File: config.mk
export PLATFORM = sky130hd
export DESIGN_NAME = lp805x_exit_mon
export DESIGN_NICKNAME = d
export VERILOG_FILES = /design/src/rtl/lp805x_mon_pkg.sv /design/src/rtl/lp805x_sat_cnt.sv /design/src/rtl/lp805x_exit_mon.sv
export SDC_FILE = /design/constraint.sdc
export NUM_CORES = 1
export LEC_CHECK = 0
export CAP_MARGIN = 20
export CORE_MARGIN = 2
export CORE_UTILIZATION = 60
export CTS_BUF_LIST = sky130_fd_sc_hd__clkbuf_16
export CTS_CLUSTER_SIZE = 10
export DETAILED_ROUTE_END_ITERATION = 6
export PLACE_DENSITY = 0.88
export SLEW_MARGIN = 10
export SYNTH_ARGS = -nofsm -noshare
export SYNTH_HDL_FRONTEND = slang
export SYNTH_HIERARCHICAL = 1
export SYNTH_SLANG_ARGS = --single-unit
File: constraint.sdc
create_clock -name wb_clk_i -period 6.7 [get_ports wb_clk_i]
set_clock_uncertainty 0.2 [all_clocks]
set_input_delay 0.67 -clock wb_clk_i [delete_from_list [all_inputs] [get_ports wb_clk_i]]
set_output_delay 0.67 -clock wb_clk_i [all_outputs]
set_load 0.02 [all_outputs]
File: src/rtl/lp805x_mon_pkg.sv
// Shared types and codes for the lp805x port-0 exit monitor.
// Imported by the monitor top and its counter.
package lp805x_mon_pkg;

  typedef enum logic [1:0] {
    ST_RUN    = 2'd0,
    ST_QUAL   = 2'd1,
    ST_REPORT = 2'd2,
    ST_HALT   = 2'd3
  } mon_state_e;

  localparam logic [7:0] DEF_IDLE_CODE = 8'hFF;
  localparam logic [7:0] DEF_PASS_CODE = 8'h7F;
  localparam logic [7:0] TMO_CODE      = 8'h00;

endpackage

File: src/rtl/lp805x_sat_cnt.sv
// Saturating up-counter with enable and synchronous clear.
// Holds at all-ones instead of wrapping.
module lp805x_sat_cnt #(
  parameter int CNT_W = 32
) (
  input  logic             clk,
  input  logic             clr,
  input  logic             en,
  output logic [CNT_W-1:0] cnt_o
);

  logic [CNT_W-1:0] cnt_q;
  logic [CNT_W-1:0] cnt_d;

  // next count: clear wins, then saturating increment
  always_comb begin
    cnt_d = cnt_q;
    if (clr) begin
      cnt_d = '0;
    end else if (en && (cnt_q != '1)) begin
      cnt_d = cnt_q + CNT_W'(1);
    end
  end

  // count register
  always_ff @(posedge clk) begin
    cnt_q <= cnt_d;
  end

  assign cnt_o = cnt_q;

endmodule

File: src/rtl/lp805x_exit_mon.sv
// Watches p0 for the self-test exit code, qualifies it and
// reports pass/fail, code and cycle count via done/ack.
module lp805x_exit_mon
  import lp805x_mon_pkg::*;
#(
  parameter int         CNT_W      = 32,
  parameter logic [7:0] IDLE_CODE  = DEF_IDLE_CODE,
  parameter logic [7:0] PASS_CODE  = DEF_PASS_CODE,
  parameter int         STABLE_CYC = 2,
  parameter int         TIMEOUT    = 0
) (
  input  logic             wb_clk_i,
  input  logic             wb_rst_i,
  input  logic [7:0]       p0_i,
  input  logic             ack_i,
  input  logic             rearm_i,
  output logic             busy_o,
  output logic             done_o,
  output logic             pass_o,
  output logic             timeout_o,
  output logic [7:0]       code_o,
  output logic [CNT_W-1:0] cycles_o
);

  localparam logic [3:0] STAB_N = 4'(STABLE_CYC);
  localparam bit TO_EN = (TIMEOUT != 0);
  localparam logic [CNT_W-1:0] TO_LAST = CNT_W'(TIMEOUT - 1);
  localparam logic [CNT_W-1:0] TO_VAL = CNT_W'(TIMEOUT);

  mon_state_e       state_q, state_d;
  logic [7:0]       cand_q, cand_d;
  logic [CNT_W-1:0] cand_cyc_q, cand_cyc_d;
  logic [3:0]       stab_q, stab_d;
  logic [7:0]       code_q, code_d;
  logic [CNT_W-1:0] cycles_q, cycles_d;
  logic             pass_q, pass_d;
  logic             tmo_q, tmo_d;

  logic             clr;
  logic             cnt_en;
  logic             to_hit;
  logic [CNT_W-1:0] cnt;

  assign clr    = !wb_rst_i || rearm_i;
  assign cnt_en = (state_q == ST_RUN) ||
                  (state_q == ST_QUAL);
  assign to_hit = TO_EN && (cnt == TO_LAST);

  lp805x_sat_cnt #(
    .CNT_W (CNT_W)
  ) u_cnt (
    .clk   (wb_clk_i),
    .clr   (clr),
    .en    (cnt_en),
    .cnt_o (cnt)
  );

  // next state and result capture; acceptance beats timeout
  always_comb begin
    state_d    = state_q;
    cand_d     = cand_q;
    cand_cyc_d = cand_cyc_q;
    stab_d     = stab_q;
    code_d     = code_q;
    cycles_d   = cycles_q;
    pass_d     = pass_q;
    tmo_d      = tmo_q;
    if (clr) begin
      state_d    = ST_RUN;
      cand_d     = '0;
      cand_cyc_d = '0;
      stab_d     = '0;
      code_d     = '0;
      cycles_d   = '0;
      pass_d     = 1'b0;
      tmo_d      = 1'b0;
    end else begin
      unique case (state_q)
        ST_RUN: begin
          if (p0_i != IDLE_CODE) begin
            cand_d     = p0_i;
            cand_cyc_d = cnt;
            stab_d     = 4'd1;
            if (STAB_N == 4'd1) begin
              state_d  = ST_REPORT;
              code_d   = p0_i;
              cycles_d = cnt;
              pass_d   = (p0_i == PASS_CODE);
              tmo_d    = 1'b0;
            end else begin
              state_d = ST_QUAL;
            end
          end else if (to_hit) begin
            state_d  = ST_REPORT;
            code_d   = TMO_CODE;
            cycles_d = TO_VAL;
            pass_d   = 1'b0;
            tmo_d    = 1'b1;
          end
        end
        ST_QUAL: begin
          if (p0_i == cand_q &&
              stab_q + 4'd1 == STAB_N) begin
            stab_d   = stab_q + 4'd1;
            state_d  = ST_REPORT;
            code_d   = cand_q;
            cycles_d = cand_cyc_q;
            pass_d   = (cand_q == PASS_CODE);
            tmo_d    = 1'b0;
          end else if (to_hit) begin
            state_d  = ST_REPORT;
            code_d   = TMO_CODE;
            cycles_d = TO_VAL;
            pass_d   = 1'b0;
            tmo_d    = 1'b1;
          end else if (p0_i == cand_q) begin
            stab_d = stab_q + 4'd1;
          end else if (p0_i == IDLE_CODE) begin
            state_d = ST_RUN;
            stab_d  = '0;
          end else begin
            cand_d     = p0_i;
            cand_cyc_d = cnt;
            stab_d     = 4'd1;
          end
        end
        ST_REPORT: begin
          if (ack_i) begin
            state_d = ST_HALT;
          end
        end
        ST_HALT: begin
          state_d = ST_HALT;
        end
      endcase
    end
  end

  // state and result registers
  always_ff @(posedge wb_clk_i) begin
    state_q    <= state_d;
    cand_q     <= cand_d;
    cand_cyc_q <= cand_cyc_d;
    stab_q     <= stab_d;
    code_q     <= code_d;
    cycles_q   <= cycles_d;
    pass_q     <= pass_d;
    tmo_q      <= tmo_d;
  end

  assign busy_o    = cnt_en;
  assign done_o    = (state_q == ST_REPORT);
  assign pass_o    = pass_q;
  assign timeout_o = tmo_q;
  assign code_o    = code_q;
  assign cycles_o  = cycles_q;

endmodule

==> results.json <==
{
  "cts_num_sinks": 119,
  "cts_tree": "done",
  "drv_slew": 0,
  "ant_nets": 0,
  "drt_pass1_iterations": 5,
  "hold_viol": 0,
  "synthXorXnorAreaFrac": 0.0279,
  "dpl.hpwl_um": 6380,
  "wl_met2_um": 5170,
  "multiInputGateArea_mm2": 0.00241,
  "clock-root-buffer": "clkbuf_16",
  "layout-drive-gt1-share": 0.0679,
  "clk_latency_ns": 0.41,
  "cts_buffer_depth": 2,
  "wl_met1_um": 4780,
  "final_cell_area_mm2": 0.00610,
  "hold_class": "reg -> reg",
  "synth_compound_area_frac": 0.122,
  "cap_violations": 0,
  "startpoint_type": "input pin",
  "syn_nets": 580,
  "hold_buffers": 0,
  "wl_per_cell_um": 14.7,
  "vdd_drop_max_mv": 0.191,
  "dr.max_layer_used": "met4",
  "fin_crit_ns": 3.13,
  "area.growth.synth_to_final_pct": 21.3,
  "rsz0062_at_grt": "false",
  "synth-main-ff-cell": "dfxtp_1",
  "n_antenna_cell": 0,
  "grt_max_degree": 67,
  "critPathSlowestCell": "buf_4",
  "row_count": 33,
  "synth_warnings": 6,
  "synth_top_family_by_area": "simple AND/OR/NAND/NOR gates",
  "p_leak_nw": 1.98,
  "initial_core_util": 0.615,
  "crit_type": "in -> reg",
  "ys_async_sr_fraction": 0,
  "drc": 0,
  "die_area_mm2": 0.00913,
  "fin_setup_tns_ns": 0,
  "synth_top_area_frac": 0.474,
  "setup_viol": 0,
  "cp_max_fo": 42,
  "grt_overflow": 0,
  "p_per_area_mw_per_mm2": 261,
  "drtIter0Drc": 266,
  "ys_top_cells_by_count": "119 x dfxtp_1, 90 x nand2_1, 62 x nand3_1",
  "antenna_found_initial": 0,
  "path_clk_slew_ns": 0.05,
  "numCtsBuffers": 17,
  "syn_avg_cell_area_um2": 8.90,
  "post-cts-setup-buffers": 0,
  "synth_seq_cells": 119,
  "vias": 4237,
  "synth.cell_area_mm2": 0.00503,
  "worst_slew_margin_rel": 0.398,
  "synthMuxAreaShare": 0.0859,
  "fillers": 581,
  "grt.total_usage": 0.249,
  "wl_um": 10700,
  "worst_slew_pin_slew_ns": 0.904,
  "nNetsFinal": 622,
  "max_freq_mhz": 319,
  "final.period_utilization": 0.468,
  "die_w_um": 95.5,
  "final_util": 0.746,
  "gp_congestion": 0.792,
  "yosys.cell_count.top_type": "dfxtp_1",
  "cts_max_level": 4,
  "placed_cell_area_mm2": 0.00553,
  "status": "completed",
  "netlist_top_cells_area": "dfxtp_1 47%, mux2i_1 8.4%, nand2_1 6.7%",
  "io_pins": 56,
  "critPathBufInv": 2,
  "crit_arrival_ns": 3.25,
  "coreArea_mm2": 0.00818,
  "ys_seq_area_frac": 0.474,
  "seqCellArea_mm2": 0.00238,
  "wl_met3_um": 541,
  "synthSimpleGateAreaFrac": 0.231,
  "viasPerCell": 5.85,
  "slowest_delay_ns": 0.56,
  "cp-end-kind": "flop",
  "cpLargestDelayFamily": "buffers and inverters",
  "crit_chain": "clkdlybuf4s50_1 > xor2_1 > nor4_2 > and3_1 > and2_2 > buf_4 > mux2i_1",
  "grt_first_pass_wirelength_um": 17900,
  "postCtsResizedCells": 0,
  "cp.required_ns": 6.82,
  "io_buffers": 54,
  "synth_cell_types": 47,
  "first_global_vias": 4021,
  "synth_top_area_cell": "dfxtp_1",
  "synth_edf_count": 0,
  "die_y_um": 95.5,
  "syn_inst": 565,
  "synth_fa_ha_area_frac": 0.00747
}
==> registers in the layout, summed over array words and instances (netlist names) <==
signal	flops
cand_cyc_q	32
cycles_o	32
u_cnt/cnt_o	32
cand_q	8
code_o	8
stab_q	4
state_q	2
pass_o	1
==> layer usage <==
layer | track usage | vias up
li1 | - | 2095
met2 | 0.420 | 123
met1 | 0.301 | 1996
met5 | 0 | -
met4 | 0.0952 | 0
met3 | 0.0688 | 23
==> path summary, 6_finish.rpt <==
| check | startpoint | endpoint | slack (ns) | depth (start not counted) |
|---|---|---|---|---|
| setup reg to reg | u_cnt/cnt_o[12] | u_cnt/cnt_o[13] | 3.89 | 5 |
| hold reg to reg | pass_o | pass_o | 0.25 | 2 |
| setup / recovery | p0_i[0] | cycles_o[25] | 3.57 | 7 |
| hold / removal | pass_o | pass_o | 0.25 | 2 |
==> placed cells by master (no fill, tap or decap), types with 2 or more instances in the layout <==
| master | count |
|---|---|
| nor4_1 | 2 |
| buf_4 | 4 |
| nor4_2 | 3 |
| nand2_1 | 90 |
| nor3_1 | 2 |
| o31ai_1 | 4 |
| o21ai_1 | 6 |
| o2111ai_1 | 4 |
| nand4_1 | 10 |
| clkinv_1 | 5 |
| clkdlybuf4s50_1 | 54 |
| bufinv_16 | 2 |
| or3_1 | 18 |
| nand3_1 | 62 |
| or4_1 | 4 |
| inv_1 | 9 |
| and4_1 | 3 |
| nor2b_1 | 3 |
| clkbuf_16 | 17 |
| xor2_1 | 15 |
| and2_1 | 5 |
| dfxtp_1 | 119 |
| a211oi_1 | 2 |
| nor2_1 | 20 |
| and3_1 | 6 |
| mux2i_1 | 42 |
| a21oi_1 | 24 |
| clkinv_2 | 2 |
| a31oi_1 | 2 |
| clkinvlp_4 | 3 |
| o21ai_0 | 55 |
| ha_1 | 3 |
==> logic make-up after synthesis <==
kind of cell	count (synthesis)
AND/OR/NAND/NOR	235
flip-flops	119
AO/OA/AOI/OAI	105
multiplexers	43
buffers and inverters	43
XOR/XNOR	16
adder cells (fa/ha/maj)	3
other	1
==> metrics by stage <==
stage	hold WS (ns)	setup WS, ns	std cells	total power [mW]
after floorplan	0.241	4.44	565	0.754
after global placement	0.243	3.33	692	0.767
after detailed placement	0.245	3.23	692	0.769
after CTS	0.256	3.57	723	1.60
after global routing	0.279	3.44	724	1.63
final	0.253	3.57	724	1.59
==> worst register-to-register path: cells and delay by family, from the launching register on <==
| family | cells | cell delay (ns) |
|---|---|---|
| AO/OA/AOI/OAI | 1 | 0.80 |
| flip-flops | 1 | 0.42 |
| multiplexers | 1 | 0.30 |
| AND/OR/NAND/NOR | 3 | 0.98 |
==> power by group <==
part / internal (mW) / switching (mW) / total [mW]
Clock: 0.532 / 0.299 / 0.831
Combinational: 0.0146 / 0.0266 / 0.0412
Sequential: 0.712 / 0.00405 / 0.716
==> cell type report <==
class / count / share of cell area
clock inverters: 14 / 0.0195
multi-input cells: 403 / 0.396
clock buffers: 17 / 0.0698
inverters: 7 / 0.00431
repair buffers: 59 / 0.0981
well taps: 105 / 0.0215
flip-flops and latches: 119 / 0.391
Power figures use the tool's default switching activity.
==> RTL edit 1 (same flow settings) <==
`CNT_W` is set to 32 in 2 places; all go to 16.
--- a/src/rtl/lp805x_sat_cnt.sv
+++ b/src/rtl/lp805x_sat_cnt.sv
@@ -3,3 +3,3 @@
 module lp805x_sat_cnt #(
-  parameter int CNT_W = 32
+  parameter int CNT_W = 16
 ) (
--- a/src/rtl/lp805x_exit_mon.sv
+++ b/src/rtl/lp805x_exit_mon.sv
@@ -5,3 +5,3 @@
 #(
-  parameter int         CNT_W      = 32,
+  parameter int         CNT_W      = 16,
   parameter logic [7:0] IDLE_CODE  = DEF_IDLE_CODE,
Interface: changed (resized cycles_o); port bits go from 56 to 40. No check against the original RTL was run, so the function may have changed too.
==> RTL edit 1 against the unedited design <==
Count of clock-buffer cells in the layout is 8 lower. Sequential cell count is 48 lower. Cell area is 37% lower. Setup slack gained 280 ps. Synthesized area fell by 37%. Wire length down 33%. Synthesized cell count down 35%. Total power shrank 39%. Highest routed layer unchanged.
==> RTL edit 1: results <==
[routing]
routed_via_density = 6.00
wl_met1_um = 3160
met3WireLength_um = 261
wl_met2_um = 3540
totalWireLength_um = 7140
dr.pass1.iters = 4
drt_iter0_markers = 194

[pwr]
p_leak_nw = 1.28
vdd_drop_max_uv = 193
p_seq_mw = 0.430
comb-power_mw = 0.0370
power_density_nw_per_um2 = 251
power_switching_mw = 0.204

[global_route]
grt_util_met1_pct = 29.8
grt_pass1_wl_um = 12200
grt_pass1_vias = 2752
grtUsageMet3_pct = 5.69
grt_usage_pct = 25.8
use_met2_pct = 44.4

[place]
gp_congestion = 0.806
dpl_cell_area_um2 = 3540
dpl.cell_count = 454
post-place-ws_ps = 3490
hpwl_um = 4650

[worst_setup_path]
cp-startpoint = p0_i[1]
crit_fanout = 15
r2r_slack_ps = 4200
setup.worst_path.end = cycles_o[5]
cpMaxStageDelayCell = nor2_2
slowest_delay_ps = 690
cp_top_family = simple AND/OR/NAND/NOR gates

[outcome]
outcome = finished clean

[sta]
tightest_slew_ps = 959
finalCritPeriodShare_pct = 42.7
fin_hold_ws_ps = 257

[yosys]
yosysUniqueCellTypes = 42
synth_nets = 382
synth_commonest_cells = 71 x dfxtp_1, 51 x nand2_1, 43 x nand3_1, 39 x o21ai_0, 21 x a21oi_1
ys_seq_area_share_pct = 45.1
syn_area_per_cell_um2 = 8.59
synth_area_leaders = dfxtp_1 45%, nand3_1 6.8%, o21ai_0 6.2%, nand2_1 6.1%, mux2i_1 5.4%

[clock_network]
worstSkewPairLatency_ps = 330
numCtsBuffers = 9

[final_layout]
final_nets = 410
drive_above_1_share_pct = 7.25

[min_path]
whs_endpoint = cycles_o[5]
hp-start = cycles_o[5]
## RTL edit 1: cell count changes in the layout (fill, tap and decap cells not counted), moves of 13 or more
cell,delta
dfxtp_1,-48
nand2_1,-39
mux2i_1,-25
nand3_1,-19
clkdlybuf4s50_1,-16
o21ai_0,-16
or3_1,-13
## RTL edit 1: area by class of cell
class / instances / area [um^2]
clock inverter: 7 / 87.6
sequential: 71 / 1420
timing repair buffer: 40 / 395
multi-input combinational: 266 / 1610
tap: 70 / 87.6
clock buffer: 9 / 225
fill: 360 / 1220
inverter: 7 / 26.3
## RTL edit 1: kinds of logic after synthesis
kind of cell,count (synthesis),share of synthesized area [%]
buffers and inverters,30,4.25
xor gates and xnor gates,10,2.78
AOI/OAI and AO/OA,76,13.4
DFF,71,45.1
muxes,19,6.11
and+or+nand+nor,157,27.1
adders and majority gates,3,1.19
other,1,0.119
## RTL edit 1: worst min-delay path: cells and delay by family (launching register included)
family,cells,cell delay (ps)
flip-flops,1,300
multiplexers,1,60
AND/OR/NAND/NOR,1,50
==> RTL edit 2 (config.mk and constraints unchanged) <==
Without the edit above. Re-encode `mon_state_e` (4 states) as Gray code, 2 bits wide.
--- a/src/rtl/lp805x_mon_pkg.sv
+++ b/src/rtl/lp805x_mon_pkg.sv
@@ -5,6 +5,6 @@
   typedef enum logic [1:0] {
-    ST_RUN    = 2'd0,
-    ST_QUAL   = 2'd1,
-    ST_REPORT = 2'd2,
-    ST_HALT   = 2'd3
+    ST_RUN    = 2'b00,
+    ST_QUAL   = 2'b01,
+    ST_REPORT = 2'b11,
+    ST_HALT   = 2'b10
   } mon_state_e;
Formal check against the unedited RTL: no difference found for any inputs over 10 cycles, from zero or initial values; not proved beyond that.
==> RTL edit 2 against the unedited design <==
Sequential cell count unchanged. Wire length rose by 7.1%. Register-to-register slack worse by 70 ps. Sequential power hardly changed. Clock power grew 6.9%. Combinational power decreased by 3%. Synthesized area grew 2.6%. Cell area up 2.6%. Die area up 2.5%. Utilization increased by 1.1 points. Setup slack worse by 130 ps. Total power up 3.5%. First-iteration DRC count increased by 1.5%.
==> RTL edit 2: results <==
[routing]
met3WireLength_um = 567
vias = 4249
wl_met1_um = 4730
drt_iter0_markers = 270
wl_met2_um = 5900
totalWireLength_um = 11400

[yosys]
muxShareOfSynthArea_pct = 16.2
synth_compound_gate_area_share_pct = 7.96
syn_inst = 559
synth.most_common_cell = nand2_1
synth_fa_ha_area_share_pct = 0.728
synth_xor_area_share_pct = 2.72
synth_commonest_cells = 133 x nand2_1, 119 x dfxtp_1, 81 x mux2i_1, 24 x a21oi_1
ys_seq_area_share_pct = 46.2
yosysUniqueCellTypes = 46
synth_nets = 574

[outcome]
outcome = finished clean

[worst_setup_path]
crit_fanout = 21
arrival_ps = 3380
slowest_delay_ps = 670

[global_route]
grt_pass1_vias = 4259
grt_usage_pct = 25.1
grt_start_max_net_pins = 90

[place]
post-place-ws_ps = 3050
dpl.cell_count = 689
hpwl_um = 7120
gp_congestion = 0.872

[sta]
slew_headroom_pct = 44.2
fin_hold_ws_ps = 256

[final_layout]
final_nets = 619
drive_above_1_share_pct = 7.29

[floorplan]
dieArea_um2 = 9360

[pwr]
p_leak_nw = 2.28
vdd_drop_max_uv = 194
==> RTL edit 2: metrics by stage <==
step           cell area (um^2)  power, mW
2_1_floorplan              5160      0.755
3_3_place_gp               5640      0.766
3_5_place_dp               5640      0.768
4_1_cts                    6230       1.65
5_1_grt                    6250       1.69
6_report                   6250       1.64
==> RTL edit 2: area by class of cell <==
type	instances	area [um^2]
inverter	8	30.0
clock inverter	15	163
multi-input combinational	400	2530
clock buffer	17	425
sequential	119	2380
fill	586	2000
tap	105	131
timing repair buffer	58	591
==> RTL edit 2: logic make-up (layout without fill, tap and decap cells) <==
group	after synthesis	count (layout)
AOI/OAI and AO/OA	65	65
other	1	1
DFF	119	119
adders and majority gates	3	3
muxes	83	83
and+or+nand+nor	232	232
xor gates and xnor gates	16	16
buffers and inverters	40	98
==> RTL edit 2: critical path, delay by kind of cell <==
family	cells	cell delay, ps
buffers and inverters	2	980
xor gates and xnor gates	1	140
muxes	1	250
and+or+nand+nor	3	1340
==> RTL edit 2: worst paths after layout <==
check	from	endpoint
hold / removal	cycles_o[4]	cycles_o[4]
setup / recovery	p0_i[6]	cycles_o[3]
hold reg to reg	cycles_o[4]	cycles_o[4]
setup reg to reg	u_cnt/cnt_o[12]	u_cnt/cnt_o[31]
==> RTL edit 2: routing by layer <==
metal	up-vias	track usage [%]
li1	2037	-
met1	2041	29.7
met5	-	0
met4	0	10.2
met3	28	6.50
met2	143	43.5
==> RTL edit 2: report_power, final <==
part	total [mW]	switching (mW)	internal (mW)
sequential	0.716	0.00418	0.712
clock	0.888	0.310	0.578
combinational	0.0400	0.0248	0.0152
